[src/rtl/cpu_ram_arbiter.sv]
// CPU / DMA arbiter in front of the 16K x 32 CPU RAM, with a bounded-starvation DMA grant.
// Optional CPU write protection of the low region is enabled by defining CPU_RAM_ARBITER_PROTECT_EN.
module cpu_ram_arbiter #(
  parameter int                    ADDR_WIDTH   = 14,
  parameter int                    STARVE_LIMIT = 4,
  parameter logic [ADDR_WIDTH-1:0] PROTECT_TOP  = 14'h0400
) (
  input  logic                  clk,
  input  logic                  reset,
  input  logic                  cpu_valid,
  input  logic [ADDR_WIDTH-1:0] cpu_address,
  input  logic [3:0]            cpu_wstrb,
  input  logic [31:0]           cpu_wdata,
  output logic                  cpu_ready,
  output logic [31:0]           cpu_rdata,
  input  logic                  dma_valid,
  input  logic [ADDR_WIDTH-1:0] dma_address,
  input  logic [31:0]           dma_wdata,
  output logic                  dma_ready,
  output logic [ADDR_WIDTH-1:0] ram_address,
  output logic                  ram_cs,
  output logic                  ram_write_en,
  output logic [3:0]            ram_wstrb,
  output logic [31:0]           ram_write_data,
  input  logic [31:0]           ram_read_data
`ifdef CPU_RAM_ARBITER_PROTECT_EN
  ,
  output logic                  cpu_write_fault
`endif
);

  typedef enum logic [1:0] {IDLE, CPU_ACK, DMA_ACK} state_e;

  localparam logic [3:0] LIMIT = 4'(STARVE_LIMIT);

  state_e     state_q, state_d;
  logic [3:0] starve_q, starve_d;
  logic       cpu_ready_q, dma_ready_q;
  logic       cpu_grant, dma_grant, cpu_blocked;

`ifdef CPU_RAM_ARBITER_PROTECT_EN
  logic fault_q, fault_d;
  assign cpu_blocked     = (cpu_wstrb != 4'h0) && (cpu_address < PROTECT_TOP);
  assign cpu_write_fault = fault_q;
`else
  logic [ADDR_WIDTH-1:0] unused_protect_top;
  assign unused_protect_top = PROTECT_TOP;
  assign cpu_blocked        = 1'b0;
`endif

  // DMA can only lose while the starve counter is below the limit.
  assign cpu_grant = cpu_valid && (!dma_valid || (starve_q < LIMIT));
  assign dma_grant = dma_valid && !cpu_grant;

  assign cpu_ready = cpu_ready_q;
  assign dma_ready = dma_ready_q;
  assign cpu_rdata = ram_read_data;

  always_comb begin
    state_d        = state_q;
    starve_d       = starve_q;
    ram_cs         = 1'b0;
    ram_write_en   = 1'b0;
    ram_wstrb      = 4'h0;
    ram_address    = '0;
    ram_write_data = 32'h0;
`ifdef CPU_RAM_ARBITER_PROTECT_EN
    fault_d        = fault_q;
`endif
    unique case (state_q)
      IDLE: begin
        if (cpu_grant) begin
          ram_cs         = !reset && !cpu_blocked;
          ram_write_en   = !reset && !cpu_blocked && (cpu_wstrb != 4'h0);
          ram_wstrb      = reset ? 4'h0 : cpu_wstrb;
          ram_address    = reset ? '0 : cpu_address;
          ram_write_data = reset ? 32'h0 : cpu_wdata;
          state_d        = CPU_ACK;
          if (dma_valid && (starve_q != LIMIT)) starve_d = starve_q + 4'd1;
`ifdef CPU_RAM_ARBITER_PROTECT_EN
          if (cpu_blocked) fault_d = 1'b1;
`endif
        end else if (dma_grant) begin
          ram_cs         = !reset;
          ram_write_en   = !reset;
          ram_wstrb      = reset ? 4'h0 : 4'hF;
          ram_address    = reset ? '0 : dma_address;
          ram_write_data = reset ? 32'h0 : dma_wdata;
          state_d        = DMA_ACK;
          starve_d       = 4'd0;
        end
      end
      CPU_ACK: state_d = IDLE;
      DMA_ACK: state_d = IDLE;
      default: state_d = IDLE;
    endcase
  end

  always_ff @(posedge clk) begin
    if (reset) begin
      state_q     <= IDLE;
      starve_q    <= 4'd0;
      cpu_ready_q <= 1'b0;
      dma_ready_q <= 1'b0;
`ifdef CPU_RAM_ARBITER_PROTECT_EN
      fault_q     <= 1'b0;
`endif
    end else begin
      state_q     <= state_d;
      starve_q    <= starve_d;
      cpu_ready_q <= (state_d == CPU_ACK);
      dma_ready_q <= (state_d == DMA_ACK);
`ifdef CPU_RAM_ARBITER_PROTECT_EN
      fault_q     <= fault_d;
`endif
    end
  end

endmodule

[config.mk]
export PLATFORM = sky130hd
export DESIGN_NAME = cpu_ram_arbiter
export DESIGN_NICKNAME = d
export VERILOG_FILES = /design/src/rtl/cpu_ram_arbiter.sv
export SDC_FILE = /design/constraint.sdc
export NUM_CORES = 1
export LEC_CHECK = 0
export ABC_AREA = 1
export BUFFER_PORTS_ARGS = -buffer_cell sky130_fd_sc_hd__buf_4
export CORE_AREA = 3 3 84 86
export CTS_CLUSTER_DIAMETER = 40
export DETAILED_ROUTE_END_ITERATION = 7
export DIE_AREA = 0 0 87 89
export GPL_ROUTABILITY_DRIVEN = 0
export PLACE_DENSITY = 0.7
export RECOVER_POWER = 50
export SYNTH_ARGS = -nofsm -noshare
export SYNTH_HDL_FRONTEND = slang
export SYNTH_SLANG_ARGS = --single-unit
[constraint.sdc]
create_clock -name clk -period 2.1 [get_ports clk]
set_input_delay 0.42 -clock clk [delete_from_list [all_inputs] [get_ports clk]]
set_output_delay 0.42 -clock clk [all_outputs]
set_load 0.01 [all_outputs]
==> impl_metrics.ini, run 1 <==
[clock_tree]
cts_buffer_depth = 2
post_cts_buffers = 0
clock_sinks = 8
numCtsBuffers = 3
cts_root_buf = clkbuf_8
clk_pin_slew_ns = 0.04
ctsHtreeMaxLevel = 1
cts_tree = done
insertion_delay_ns = 0.23

[critical_path]
cp_slowest_cell = buf_4
cp.required_ns = 1.68
r2r-end = cpu_ready$_SDFF_PP0_
path_delay_family = buffers and inverters
max_stage_delay_ns = 0.30
cp.arrival_ns = 1.53
rr_startpoint = state_q[0]$_SDFF_PP0_
path_common_cell = nand2_1
path_class = reg2out
crit_chain = inv_1 -> nand2_1 -> nor2_4 -> buf_4 -> nand2_1 -> nand2_1 -> nand2_1 -> inv_1 -> clkbuf_1
path_buf_inv = 4
worstSetupEndpointType = output pin
cp_max_fo = 26
reg2reg_depth = 6
start_kind = flip-flop
r2r_slack_ns = 0.93

[synthesis]
synthesis.nets = 522
synth_edf_count = 0
synth_top_area_share_pct = 29.37
syn-instance-count = 388
seq_area_frac_synth_pct = 8.355
synth_ff_type = dfxtp_1
synth_area_leaders = nand2_1, inv_1, buf_4, o21ai_0, dfxtp_1
ys_async_sr_fraction_pct = 0
yosys-top-cells-count = nand2_1, inv_1, buf_4, o21ai_0, o21ai_2
yosysTopAreaCell = nand2_1
synth.most_common_cell = nand2_1
synth_area_mm2 = 0.001917
ys.warnings.count = 0
synth.avg_cell_area_um2 = 4.940
ys_seq_elements = 8
synth_cell_types = 20

[power_and_ir_drop]
p_int_w = 0.0006250
power_frac_seq_pct = 16.2
cellPowerDensity_mw_per_mm2 = 347.6
combPwrFrac_pct = 66.0
switching_share_pct = 38.36
vdd_ir_drop_max_mv = 0.3613
switchingPower_w = 0.0003889
clkPwrFrac_pct = 17.8
leakage_nw = 2.025

[detailed_routing]
viasPerCell = 4.266
drt-initial-drc-count = 98
wl_mm = 6.422
dr.pass1.iters = 5
post_drt_wl_per_cell_um = 11.15
drtAntennaViolNets = 0
via_count = 2457
drc = 0

[global_routing]
grt_pass1_wl_mm = 9.522
grt_pass1_vias = 2199
groute.usage.overall_pct = 14.82
grt_max_degree = 50
overflow = 0
antenna_found_initial = 0

[timing]
finClkSkew_ns = 0.001070
hold_viol_final = 0
fin_tns_setup_ns = 0
slew_violations = 0
relSlewSlack_pct = 70.87
fmax_ghz = 0.5130
worst_slew_pin_slew_ns = 0.4360
fin_crit_sh_pct = 92.83
setup_viol = 0
rsz0062_at_grt = no
post-route-min-period_ns = 1.949

[cells_and_area]
area_delta_synth_final_pct = 52.15
nNetsFinal = 635
drive_gt1_share_pct = 34.87
n_antenna_cell = 0
layout.cells.non_filler = 576

[hold_path]
min_from = reset
hold_class = in2reg
holdPathStages = 2
hold_end = starve_q[3]$_SDFFE_PP0P_

[floorplan]
initial_utilization_pct = 30.19
die_h_um = 89
core-area_mm2 = 0.006350
num_rows = 29
die_w_um = 87
io_pins = 218
die_area_mm2 = 0.007743

[job]
drv_cap = 0

[status]
outcome = finished, final reports clean

[placement]
dp_hpwl_mm = 5.124
port_buffers = 153
dp_cells = 573
==> placed cells by master, fill, tap and decap left out, types with 2 or more instances in the layout <==
cell | Yosys | layout
nor2_1 | 8 | 8
o21ai_2 | 10 | 10
buf_4 | 37 | 151
a21oi_1 | 8 | 8
nand3_1 | 3 | 3
nand2_2 | 3 | 3
nand2_1 | 150 | 150
clkbuf_8 | 0 | 3
buf_12 | 0 | 3
inv_1 | 101 | 101
clkbuf_1 | 4 | 5
ha_1 | 2 | 2
dfxtp_1 | 8 | 8
o21ai_0 | 37 | 37
==> worst reg2reg max path: stages (launching register included) <==
cell and delay [ns]:
dfxtp_1 0.29, inv_1 0.04, nand2_1 0.11, nor2_4 0.14
buf_4 0.30, inv_1 0.12, nor2_1 0.11
==> layout make-up <==
class	instances	area, um^2
clock buffers	3	41.29
repair buffers	160	1224
inverters	102	382.9
multi-input cells	226	1012
flip-flops and latches	8	160.2
fillers	701	3433
well taps	77	96.34
==> what timing repair did <==
action,4_1_cts,5_1_grt
resized for setup,0,1
setup endpoints to repair,0,4
hold buffers,0,0
==> state kept, by name, indices dropped and copies added (netlist names) <==
register	count
starve_q	4
state_q	2
cpu_ready	1
dma_ready	1
==> metal layers <==
| metal | global-route usage [%] | wire length (um) | up-vias |
|---|---|---|---|
| met3 | 2.673 | 629 | 20 |
| met5 | 0 | 0 | - |
| li1 | - | - | 1297 |
| met1 | 15.93 | 2334 | 1035 |
| met2 | 28.78 | 3302 | 105 |
| met4 | 5.241 | 155 | 0 |
==> worst max-delay path by stage <==
stage	from	end	slack [ns]	cells after the start
4_1_cts	starve_q[3]$_SDFFE_PP0P_	ram_address[13]	0.12	8
6_report	state_q[0]$_SDFF_PP0_	ram_write_data[8]	0.15	9
3_3_place_gp	dma_valid	ram_address[13]	0.27	9
5_1_grt	state_q[1]$_SDFF_PP0_	ram_write_data[9]	0.05	9
2_1_floorplan	reset	ram_write_data[5]	0.57	7
3_5_place_dp	dma_valid	ram_address[13]	0.25	9
==> metrics by stage <==
step | worst slack, ns | instance area [um^2] | power [W] | hold WS [ns] | utilization [%]
finish | 0.1506 | 2917 | 0.001014 | 0.4097 | 45.93
global route | 0.05082 | 2917 | 0.001105 | 0.4227 | 45.93
CTS | 0.1172 | 2932 | 0.001034 | 0.4013 | 46.17
detailed placement | 0.2509 | 2890 | 0.0008471 | 0.5177 | 45.52
global placement | 0.2707 | 2890 | 0.0008402 | 0.5096 | 45.52
floorplan | 0.5742 | 1917 | 0.0005572 | 0.4914 | -
==> cell families after synthesis <==
group / after synthesis / share of synthesized area [%]
AOI/OAI and AO/OA: 58 / 17.82
adders and majority gates: 2 / 1.305
DFF: 8 / 8.355
and+or+nand+nor: 166 / 33.42
buffers and inverters: 154 / 39.10
==> power by group through the flow <==
| stage | clock (W) | sequential [W] | combinational, W |
|---|---|---|---|
| after detailed placement | 0 | 0.000167 | 0.000680 |
| after global routing | 0.000192 | 0.000165 | 0.000748 |
| after global placement | 0 | 0.000167 | 0.000674 |
| after floorplan | 0 | 0.000167 | 0.000390 |
| final | 0.000180 | 0.000164 | 0.000670 |
| after CTS | 0.000186 | 0.000164 | 0.000683 |
Note: power is estimated with default switching activity, not from simulation.
==> run 2, diff against run 1 <==
--- a/config.mk
+++ b/config.mk
@@ -7,12 +7,12 @@
 export LEC_CHECK = 0
 export ABC_AREA = 1
 export BUFFER_PORTS_ARGS = -buffer_cell sky130_fd_sc_hd__buf_4
-export CORE_AREA = 3 3 84 86
+export CORE_AREA = 3 3 83 85
 export CTS_CLUSTER_DIAMETER = 40
 export DETAILED_ROUTE_END_ITERATION = 7
-export DIE_AREA = 0 0 87 89
+export DIE_AREA = 0 0 86 88
 export GPL_ROUTABILITY_DRIVEN = 0
-export PLACE_DENSITY = 0.7
+export PLACE_DENSITY = 0.71
 export RECOVER_POWER = 50
 export SYNTH_ARGS = -nofsm -noshare
 export SYNTH_HDL_FRONTEND = slang
==> impl_metrics.ini, run 2 (synthesis results as in run 1) <==
[detailed_routing]
dr.pass1.iters = 4
drtAntennaViolNets = 0
viasPerCell = 4.369
drt-initial-drc-count = 51
post_drt_wl_per_cell_um = 10.79
drc = 0
via_count = 2521
wl_mm = 6.226

[global_routing]
overflow = 0
groute.usage.overall_pct = 15.10
grt_pass1_vias = 2253
grt_max_degree = 30
antenna_found_initial = 0
grt_pass1_wl_mm = 9.535

[cells_and_area]
top_register = starve_q
largest_reg_flops = 4
mostFrequentLayoutCells = buf_4, nand2_1, inv_1, o21ai_0, o21ai_2
drive_gt1_share_pct = 35.40
final_common_cell = buf_4
nNetsFinal = 636
area_delta_synth_final_pct = 51.96
n_antenna_cell = 0
largest_registers = starve_q x4, state_q x2
layout.cells.non_filler = 577
fillers = 676

[floorplan]
die_w_um = 86
die_area_mm2 = 0.007568
io_pins = 218
die_h_um = 88
num_rows = 29
core-area_mm2 = 0.006277
initial_utilization_pct = 30.54

[critical_path]
cp_slowest_cell = dfxtp_1
worstSetupEndpointType = output pin
r2r_slack_ns = 0.93
path_buf_inv = 3
start_kind = flip-flop
crit_chain = o21ai_4 -> nand2_2 -> buf_2 -> o21ai_0 -> nand2_1 -> inv_1 -> buf_4
cp_max_fo = 24
cp.required_ns = 1.68
path_delay_family = buffers and inverters
max_stage_delay_ns = 0.40
cp.arrival_ns = 1.57
path_class = reg2out

[placement]
port_buffers = 153
dp_cells = 574
dp_hpwl_mm = 5.026

[clock_tree]
clock_sinks = 8
cts_root_buf = clkbuf_8
cts_hold_buf = 0
clk_pin_slew_ns = 0.04
ctsHtreeMaxLevel = 1
cts_buffer_depth = 2
cts_tree = done
numCtsBuffers = 3
post_cts_buffers = 0
insertion_delay_ns = 0.23
cts_resized = 0

[timing]
worst_slew_pin_slew_ns = 0.3819
slew_violations = 0
fmax_ghz = 0.5036
hold_viol_final = 0
fin_tns_setup_ns = 0
finClkSkew_ns = 0.0005844
rsz0062_at_grt = no
relSlewSlack_pct = 74.44
fin_crit_sh_pct = 94.55
post-route-min-period_ns = 1.986
setup_viol = 0

[power_and_ir_drop]
vdd_ir_drop_max_mv = 0.3747
leakage_nw = 2.031
cellPowerDensity_mw_per_mm2 = 349.8
p_total_w = 0.001019

[hold_path]
hold_class = in2reg

[status]
outcome = finished, final reports clean

[job]
drv_cap = 0
[run 2: final cells by class]
| type | instances | area [um^2] | share of cell area (%) |
|---|---|---|---|
| clock buffers | 3 | 41.29 | 1.418 |
| inverters | 102 | 382.9 | 13.14 |
| flip-flops and latches | 8 | 160.2 | 5.498 |
| well taps | 77 | 96.34 | 3.308 |
| repair buffers | 161 | 1220 | 41.88 |
| multi-input cells | 226 | 1012 | 34.75 |
[run 2: path summary, 6_finish.rpt]
| path | from | to | depth (start not counted) |
|---|---|---|---|
| max | starve_q[2]$_SDFFE_PP0P_ | ram_address[12] | 7 |
| max reg2reg | starve_q[2]$_SDFFE_PP0P_ | dma_ready$_SDFF_PP0_ | 5 |
| min | reset | starve_q[3]$_SDFFE_PP0P_ | 2 |
| min reg2reg | starve_q[3]$_SDFFE_PP0P_ | starve_q[3]$_SDFFE_PP0P_ | 1 |
[run 2: worst reg2reg max path, delay by kind of cell (launching register included)]
kind            cells  cell delay (ns)
buf+inv             1             0.27
flops               1             0.34
simple gates        3             0.25
compound gates      1             0.19
[run 2: per-layer routing]
metal,track usage [%],up-vias,wire length (um)
met5,0,-,0
met2,28.31,91,3232
met3,2.634,22,541
met4,7.194,0,181
met1,16.34,1110,2271
li1,-,1298,-
[run 2: per-stage QoR]
stage	hold slack (ns)	worst slack, ns	utilization [%]	cell area (um^2)
2_1_floorplan	0.4914	0.5742	-	1917
3_3_place_gp	0.5038	0.2504	45.96	2885
3_5_place_dp	0.5094	0.2342	45.96	2885
4_1_cts	0.3959	0.09861	46.62	2927
5_1_grt	0.4023	0.005976	46.40	2913
6_report	0.3978	0.1145	46.40	2913
[run 2: report_power, final]
group	total, W	switching, W	internal [W]
registers	0.000165	0.00000450	0.000160
logic	0.000666	0.000326	0.000340
clock network	0.000188	0.0000634	0.000124
total	0.00102	0.000394	0.000625
==> run 3, diff against run 2 <==
--- a/config.mk
+++ b/config.mk
@@ -8,6 +8,7 @@
 export ABC_AREA = 1
 export BUFFER_PORTS_ARGS = -buffer_cell sky130_fd_sc_hd__buf_4
 export CORE_AREA = 3 3 83 85
+export CTS_BUF_LIST = sky130_fd_sc_hd__clkbuf_16
 export CTS_CLUSTER_DIAMETER = 40
 export DETAILED_ROUTE_END_ITERATION = 7
 export DIE_AREA = 0 0 86 88
==> impl_metrics.ini, run 3 (synthesis results as in run 1) <==
[status]
outcome = finished, final reports clean

[clock_tree]
numCtsBuffers = 3
post_cts_buffers = 0
insertion_delay_ns = 0.23
cts_buffer_depth = 2
cts_root_buf = clkbuf_16
cts_tree = done
clk_pin_slew_ns = 0.04
cts_hold_buf = 0
cts_resized = 0
ctsHtreeMaxLevel = 1
clock_sinks = 8

[power_and_ir_drop]
vdd_ir_drop_max_mv = 0.3778
leakage_nw = 2.046
cellPowerDensity_mw_per_mm2 = 391.7

[cells_and_area]
top_register = starve_q
largest_registers = starve_q x4, state_q x2
largest_reg_flops = 4
n_antenna_cell = 0
multi_input_area_mm2 = 0.001012
area_delta_synth_final_pct = 53.72
final_common_cell = buf_4
seq_area_um2 = 160.2
fin_util_pct = 46.94
mostFrequentLayoutCells = buf_4, nand2_1, inv_1, o21ai_0, o21ai_2
drive_gt1_share_pct = 35.40
nNetsFinal = 636
fillers = 672

[global_routing]
grt_use_met2_pct = 28.31
grt_max_degree = 30
antenna_found_initial = 0
grt_util_met3_pct = 2.634
grt_pass1_wl_mm = 9.563
overflow = 0
groute.usage.overall_pct = 15.24
globalRoute.busiestLayer = met2
grt_pass1_vias = 2256
grtUsageMet1_pct = 16.40

[critical_path]
worstSetupEndpointType = output pin
start_kind = flip-flop
critical_path_cell_count = 7
r2r-end = dma_ready$_SDFF_PP0_
critPathCapture = ram_address[12]
cp_max_fo = 24
path_class = reg2out
path_buf_inv = 3
crit_chain = o21ai_4 -> nand2_2 -> buf_2 -> o21ai_0 -> nand2_1 -> inv_1 -> buf_4
cp.required_ns = 1.68
reg2reg_depth = 5
max_stage_delay_ns = 0.40
rr_startpoint = starve_q[2]$_SDFFE_PP0P_
crit_start = starve_q[2]$_SDFFE_PP0P_
cp.arrival_ns = 1.57
path_delay_family = buffers and inverters
r2r_slack_ns = 0.93
cp_slowest_cell = dfxtp_1

[detailed_routing]
post_drt_wl_per_cell_um = 10.83
via_count = 2521
dr.pass1.iters = 4
drtAntennaViolNets = 0
drc = 0
drt-initial-drc-count = 45
viasPerCell = 4.369
wl_mm = 6.249

[floorplan]
num_rows = 29
initial_utilization_pct = 30.54
die_h_um = 88
core-area_mm2 = 0.006277
die_w_um = 86
io_pins = 218
die_area_mm2 = 0.007568

[timing]
relSlewSlack_pct = 74.21
post-route-min-period_ns = 1.988
fin_crit_sh_pct = 94.65
hold_viol_final = 0
finClkSkew_ns = 0.0004458
fmax_ghz = 0.5031
worst_slew_pin_slew_ns = 0.3860
setup_viol = 0
slew_violations = 0
fin_tns_setup_ns = 0
rsz0062_at_grt = no

[placement]
port_buffers = 153
dp_hpwl_mm = 5.026

[job]
drv_cap = 0

[hold_path]
hold_class = in2reg
-- run 3: cell counts in the layout (fill, tap and decap cells not counted) --
Identical to the previous run, type by type.
-- run 3: layout make-up --
cell class              count  area share [%]
repair buffers            161           41.40
well taps                  77           3.270
clock buffers               3           2.548
inverters                 102           12.99
flip-flops and latches      8           5.435
multi-input cells         226           34.35
-- run 3: worst min path at each step --
stage / from / endpoint / slack (ns) / cells after the start
floorplan: starve_q[3]$_SDFFE_PP0P_ / starve_q[3]$_SDFFE_PP0P_ / 0.49 / 1
global placement: starve_q[3]$_SDFFE_PP0P_ / starve_q[3]$_SDFFE_PP0P_ / 0.50 / 1
detailed placement: starve_q[3]$_SDFFE_PP0P_ / starve_q[3]$_SDFFE_PP0P_ / 0.51 / 1
CTS: reset / starve_q[3]$_SDFFE_PP0P_ / 0.40 / 2
global route: reset / starve_q[3]$_SDFFE_PP0P_ / 0.40 / 2
finish: reset / starve_q[3]$_SDFFE_PP0P_ / 0.40 / 2
-- run 3: where the power goes --
| group | total, W | internal, W | switching [W] | leakage (nW) |
|---|---|---|---|---|
| Clock | 0.000323 | 0.000246 | 0.0000770 | 0.0370 |
| Combinational | 0.000666 | 0.000340 | 0.000326 | 1.94 |
| Sequential | 0.000165 | 0.000161 | 0.00000449 | 0.0656 |
| Total | 0.00115 | 0.000746 | 0.000408 | 2.05 |
-- run 3: worst register-to-register path, stage by stage (launching register included) --
cell and delay (ns):
dfxtp_1 0.34, o21ai_4 0.19, nand2_2 0.09, nand2_2 0.09
buf_4 0.27, nor2_1 0.07
-- run 3: metrics by stage --
stage,setup WS [ns],instances,total power [W],hold slack [ns],area (um^2)
finish,0.1124,577,0.001154,0.3957,2947
global route,0.007952,577,0.001250,0.4035,2947
CTS,0.1008,577,0.001175,0.3974,2960
detailed placement,0.2342,574,0.0008438,0.5094,2885
global placement,0.2504,574,0.0008354,0.5038,2885
floorplan,0.5742,388,0.0005572,0.4914,1917
-- run 3: routing by layer --
layer	routed length [um]	vias to the layer above
li1	-	1297
met1	2286	1111
met2	3235	91
met3	545	22
met4	182	0
met5	0	-
